<file path="src/rtl/mpu_load.sv">
// Matrix load engine: streams row-major elements from memory into a matrix register.
// Global width constants shared across the MPU live in the global_defs package.
package global_defs;
   localparam int FPBITS          = 31;
   localparam int MBITS           = 3;
   localparam int NBITS           = 3;
   localparam int MATRIX_REG_BITS = 2;
endpackage

module mpu_load
   import global_defs::*;
(
   input  logic                       clk,
   input  logic                       rst_n,
   input  logic                       load_req_in,
   input  logic [MBITS:0]             mem_m_load_size_in,
   input  logic [NBITS:0]             mem_n_load_size_in,
   input  logic [MATRIX_REG_BITS:0]   mem_load_addr_in,
   input  logic                       mem_load_valid_in,
   input  logic [FPBITS:0]            mem_load_element_in,
   output logic                       mem_load_ready_out,
   output logic                       reg_load_en_out,
   output logic [MBITS:0]             reg_i_load_loc_out,
   output logic [NBITS:0]             reg_j_load_loc_out,
   output logic [MATRIX_REG_BITS:0]   reg_load_addr_out,
   output logic [MBITS:0]             reg_m_load_size_out,
   output logic [NBITS:0]             reg_n_load_size_out,
   output logic [FPBITS:0]            reg_load_element_out,
   output logic                       load_busy_out,
   output logic                       load_done_out,
   output logic                       load_error_out
);

   typedef enum logic [1:0] {LOAD_IDLE, LOAD_MATRIX, LOAD_DONE} load_state_t;

   load_state_t      state, next_state;
   logic [MBITS:0]   row_ptr;
   logic [NBITS:0]   col_ptr;
   logic [MBITS:0]   m_last;
   logic [NBITS:0]   n_last;
   logic             req_ok;
   logic             accept;
   logic             at_last;

   // ready_out is a registered copy of (state == LOAD_MATRIX), so it doubles as the accept gate
   assign accept  = mem_load_valid_in && mem_load_ready_out;
   assign req_ok  = load_req_in && (mem_m_load_size_in != '0) && (mem_n_load_size_in != '0);
   assign m_last  = reg_m_load_size_out - 1'b1;
   assign n_last  = reg_n_load_size_out - 1'b1;
   assign at_last = (row_ptr == m_last) && (col_ptr == n_last);

   always_ff @(posedge clk or negedge rst_n) begin
      if (!rst_n) state <= LOAD_IDLE;
      else        state <= next_state;
   end

   always_comb begin
      next_state = state;
      case (state)
         LOAD_IDLE:   if (req_ok) next_state = LOAD_MATRIX;
         LOAD_MATRIX: if (accept && at_last) next_state = LOAD_DONE;
         LOAD_DONE:   next_state = LOAD_IDLE;
         default:     next_state = LOAD_IDLE;
      endcase
   end

   always_ff @(posedge clk or negedge rst_n) begin
      if (!rst_n) begin
         row_ptr              <= '0;
         col_ptr              <= '0;
         mem_load_ready_out   <= 1'b0;
         reg_load_en_out      <= 1'b0;
         reg_i_load_loc_out   <= '0;
         reg_j_load_loc_out   <= '0;
         reg_load_addr_out    <= '0;
         reg_m_load_size_out  <= '0;
         reg_n_load_size_out  <= '0;
         reg_load_element_out <= '0;
         load_busy_out        <= 1'b0;
         load_done_out        <= 1'b0;
         load_error_out       <= 1'b0;
      end else begin
         mem_load_ready_out <= (next_state == LOAD_MATRIX);
         load_busy_out      <= (next_state != LOAD_IDLE);
         load_done_out      <= (next_state == LOAD_DONE);
         load_error_out     <= (state == LOAD_IDLE) && load_req_in && !req_ok;
         reg_load_en_out    <= accept;

         if ((state == LOAD_IDLE) && req_ok) begin
            reg_m_load_size_out <= mem_m_load_size_in;
            reg_n_load_size_out <= mem_n_load_size_in;
            reg_load_addr_out   <= mem_load_addr_in;
            row_ptr             <= '0;
            col_ptr             <= '0;
         end

         if (accept) begin
            reg_load_element_out <= mem_load_element_in;
            reg_i_load_loc_out   <= row_ptr;
            reg_j_load_loc_out   <= col_ptr;
            if (col_ptr == n_last) begin
               col_ptr <= '0;
               if (row_ptr != m_last) row_ptr <= row_ptr + 1'b1;
            end else begin
               col_ptr <= col_ptr + 1'b1;
            end
         end
      end
   end

endmodule

</file>
<file path="config.mk">
export PLATFORM = sky130hd
export DESIGN_NAME = mpu_load
export DESIGN_NICKNAME = d
export VERILOG_FILES = /design/src/rtl/mpu_load.sv
export SDC_FILE = /design/constraint.sdc
export NUM_CORES = 1
export LEC_CHECK = 0
export ABC_AREA = 1
export CAP_MARGIN = 30
export CORE_UTILIZATION = 44
export CTS_CLUSTER_DIAMETER = 50
export DETAILED_ROUTE_END_ITERATION = 7
export HOLD_SLACK_MARGIN = 0.12
export PLACE_DENSITY_LB_ADDON = 0.3
export RECOVER_POWER = 100
export SYNTH_ARGS = -nofsm -noshare
export SYNTH_HDL_FRONTEND = slang
export SYNTH_SLANG_ARGS = --single-unit
</file>
<file path="constraint.sdc">
create_clock -name clk -period 1.75 [get_ports clk]
set_input_delay 0.4375 -clock clk [delete_from_list [all_inputs] [get_ports clk]]
set_output_delay 0.4375 -clock clk [all_outputs]
set_load 0.02 [all_outputs]
</file>
==> results.md <==
- Counting I/O delays and the setup requirement, the final critical path takes 1.71 ns.
- The worst hold path class is reg2reg.
- Of all nets on the critical path, the largest fanout is 2.
- The Yosys step of the flow raised 0 warnings.
- The share of async-settable or async-resettable flops after synthesis is between 90% and 100%.
- Once placement completed, the tool counted placed cells totaling 500.
- The leakage power summed over all cells is between 2 and 2.5 nW.
- The synthesized netlist occupies a cell area of between 2000 and 3000 sq um.
- The final count of negative-setup-slack endpoints is 0.
- The total buffers and inverters traversed by the critical path is 1.
- Final hold analysis gives a worst-case slack of 0.474 ns.
- Across the run, the number of max-cap violations was 0.
- The number of antenna violations at the first check in global routing is 0.
- The post-CTS clock slew at the launch and capture registers of the worst setup and hold paths is approximately 0.06 ns.
- The largest single stage delay on the critical path is 0.60 ns.
- Counting distinct cell types in the post-synthesis netlist gives 22.
- On the critical path the largest part of the delay comes from buffers and inverters.
- The critical path goes through clkdlybuf4s50_1.
- The number of global-route vias before repair is between 2000 and 2500.
- The largest voltage drop on the vdd net is 0.917 mV.
- The run finished with clean final reports.
- The TritonCTS buffer count is 9.
- The post-cts hold buffer count is 0.
- The data arrival time of the critical path is roughly 1.3 ns.
- Once detail routing completed, the nets flagged for antenna violations numbered 0.
- Of the available clock period, the critical path in the final layout requires a little under 100%.
- In the routed design, unresolved DRC markers number 0.
- Setup repair after global routing could not meet its margin everywhere.
- The average detailed-routed wire length per instance is 13.1 microns.
- The horizontal extent of the die is 81.6 microns.
- The share of synthesized area in the top cell type comes to approximately three fifths.
- Global routing consumed, over all layers together, 21.0% of the routing resources.
- The longest clock path from root to sink contains 2 buffers.
- Summing all placed instances gives a cell area of around 4000 sq um.
- Counting flops with a built-in enable in the synthesized netlist gives 0.
- Once the floorplan was initialized, standard cells occupied between 40% and 50% of the core.
- The cell type with the highest aggregate area in the netlist is sky130_fd_sc_hd__dfrtp_1.
- Synthesis produced a netlist with a net count of 370.
- The critical-path cell with the highest stage delay is sky130_fd_sc_hd__clkdlybuf4s50_1.
- The HPWL after detailed placement is between 4 and 5 mm.
- The max-slew violation count came to 0.
- The post-synthesis to final-layout area growth is 54.8%.
- The floorplan step defined a core boundary enclosing 6030 sq um.
- For the pin with the worst max-slew slack, the measured transition is 1.44 ns.
- The top-level I/O count is between 100 and 150.
- The internal reg-to-reg setup slack is about 0.050 ns.
- Synthesis handed over a netlist of 319 instances.
- The footprint of the multi-input gates is between 1000 and 1500 sq um.
- The area of all placed cells without fillers is between 4000 and 5000 sq um.
- CTS built an H-tree with a depth of 3.
- Entering global routing, the biggest net connects 67 pins.
- Clock latency on the worst-skew pair, taken at its later pin, is 0.33 ns.
- The most used flip-flop cell after synthesis is sky130_fd_sc_hd__dfrtp_1.
- Timing would allow up to between 500 and 600 MHz.
- Across all layers, the routed design uses between 2000 and 2500 vias.
- The final layout net count is approximately 500.
- The total wirelength of the detailed-routed design is slightly below 7 mm.
- The average instance in the mapped netlist occupies roughly 8.7 sq um.
- Headroom to the max-slew limit came out at under 10%.
- The setup skew after layout is 0.00959 ns.
- The count of final hold-check violations was 0.
- The sequential area share after synthesis is approximately 60%.
- The kind of critical path is reg2out.
- The overall power of the completed layout is 6.87 mW.
- The synthesized design contains 66 register bits.
- The share of cells above drive strength 1 is between 10% and 20%.
- The congestion estimate from routability-driven global placement came to ~0.76.
- The detailed-router iteration count before antenna repair is 4.
- Ranked by instance count, the synthesized netlist is headed by sky130_fd_sc_hd__nand2_1 (148), sky130_fd_sc_hd__dfrtp_1 (66), sky130_fd_sc_hd__inv_1 (16), sky130_fd_sc_hd__o21ai_0 (16), sky130_fd_sc_hd__nand3_1 (12).
- TritonCTS built the clock tree.
- By instance count, the leading cell after synthesis is sky130_fd_sc_hd__nand2_1.
- The tree is rooted in a sky130_fd_sc_hd__clkbuf_8.
- The category of the worst setup path launch point is a flop.
- The first global-routing pass estimated between 10 and 15 mm of wire.
- In the final layout, flip-flops and latches occupy about 1700 sq um.
- The number of antenna repair diodes is 0.
- The finished layout holds 519 standard cells, fillers aside.
- The number of I/O port buffers is slightly above 100.
- The initialized floorplan defines 28 standard-cell rows.
- Power spread over the standard cell area amounts to approximately 1600 nW/um^2.
- After synthesis, the cell types taking the most area are sky130_fd_sc_hd__dfrtp_1 (59%), sky130_fd_sc_hd__nand2_1 (20%), sky130_fd_sc_hd__o21ai_0 (2.9%), sky130_fd_sc_hd__nand3_1 (2.2%), sky130_fd_sc_hd__inv_1 (2.2%).
- The required time of the worst setup path is about 1.3 ns.
- Clock tree synthesis found a total of 66 sinks.
- The kind of capture point of the worst setup path is an output pin.
- The filler cell count is between 400 and 500.
- The number of vias per cell is around 4.7.
- After the first detailed-routing iteration, the DRC count stood at 85.
- Measured along the y axis, the die boundary spans 81.6 microns.
- The remaining global-route overflow is 0.
- The die covers 6660 sq um.
## repair_timing
| action | in CTS | in global routing |
|---|---|---|
| gates resized for setup | 23 | 35 |
| setup buffers | 0 | 4 |
| pin swaps | 0 | 5 |
| endpoints found under the hold margin | 0 | 0 |
| setup endpoints to repair | 23 | 31 |
## sequential cells by signal, indices dropped and copies added (netlist names), 2 cells and up
| register | cells |
|---|---|
| reg_j_load_loc_out | 4 |
| col_ptr | 4 |
| row_ptr | 4 |
| reg_n_load_size_out | 4 |
| reg_load_element_out | 32 |
| state | 2 |
| reg_load_addr_out | 3 |
| reg_m_load_size_out | 4 |
| reg_i_load_loc_out | 4 |
## routing by layer
layer | GRT usage [%] | vias up | wire [microns]
met5 | 0 | - | 0
li1 | - | 1231 | -
met1 | 26.1 | 1121 | 3010
met3 | 7.67 | 12 | 592
met2 | 32.2 | 93 | 3080
met4 | 10.4 | 0 | 106
## layout by cell type (no fill, tap or decap), drive strengths merged, types with 5 or more instances in the layout
cell / Yosys / final
clkdlybuf4s50: 0 / 52
dlymetal6s2s: 0 / 25
inv: 20 / 20
nor2: 14 / 14
clkbuf: 7 / 13
xnor2: 5 / 5
dlygate4sd2: 0 / 23
buf: 3 / 19
nand3: 13 / 13
o21ai: 21 / 21
dfrtp: 66 / 66
nand2: 152 / 152
## path summary, 6_finish.rpt
check / depth (start not counted) / startpoint / to
hold / removal: 2 / reg_load_element_out[7] / reg_load_element_out[7]
setup reg to reg: 9 / reg_n_load_size_out[1] / row_ptr[3]
max in group asynchronous: 2 / rst_n / row_ptr[1]
hold reg to reg: 2 / reg_load_element_out[7] / reg_load_element_out[7]
min in group asynchronous: 2 / rst_n / reg_n_load_size_out[1]
setup / recovery: 1 / reg_i_load_loc_out[0] / reg_i_load_loc_out[0]
## cell type report
cell class	instances	share of cell area [%]
repair buffers	120	28.3
well taps	75	2.18
flip-flops and latches	66	38.3
inverters	21	1.83
clock inverters	2	0.812
clock buffers	13	3.92
multi-input cells	222	24.7
## where the power goes
part | leakage [nW] | internal, mW | switching [mW]
clock | 0.106 | 0.766 | 0.536
sequential | 0.816 | 2.07 | 0.377
combinational | 1.48 | 1.38 | 1.75
total | 2.41 | 4.21 | 2.66
## per-stage QoR
stage	util, %	worst slack, ns	TNS, ns
global placement	66.6	0.00174	0
floorplan	-	0.00878	0
CTS	69.5	0.00158	0
detailed placement	66.6	-0.0724	-0.633
finish	71.6	0.0384	0
global route	71.6	-0.0587	-0.0866
## kinds of logic (layout without fill, tap and decap cells)
group	Yosys count	in the layout	share of synthesized area [%]
XOR/XNOR	9	9	2.83
AO/OA/AOI/OAI	23	23	4.22
flip-flops	66	66	59.3
buffers and inverters	31	156	4.31
adder cells (fa/ha/maj)	4	4	1.80
AND/OR/NAND/NOR	186	186	27.6
No activity file was read; power rests on OpenSTA's default activity.
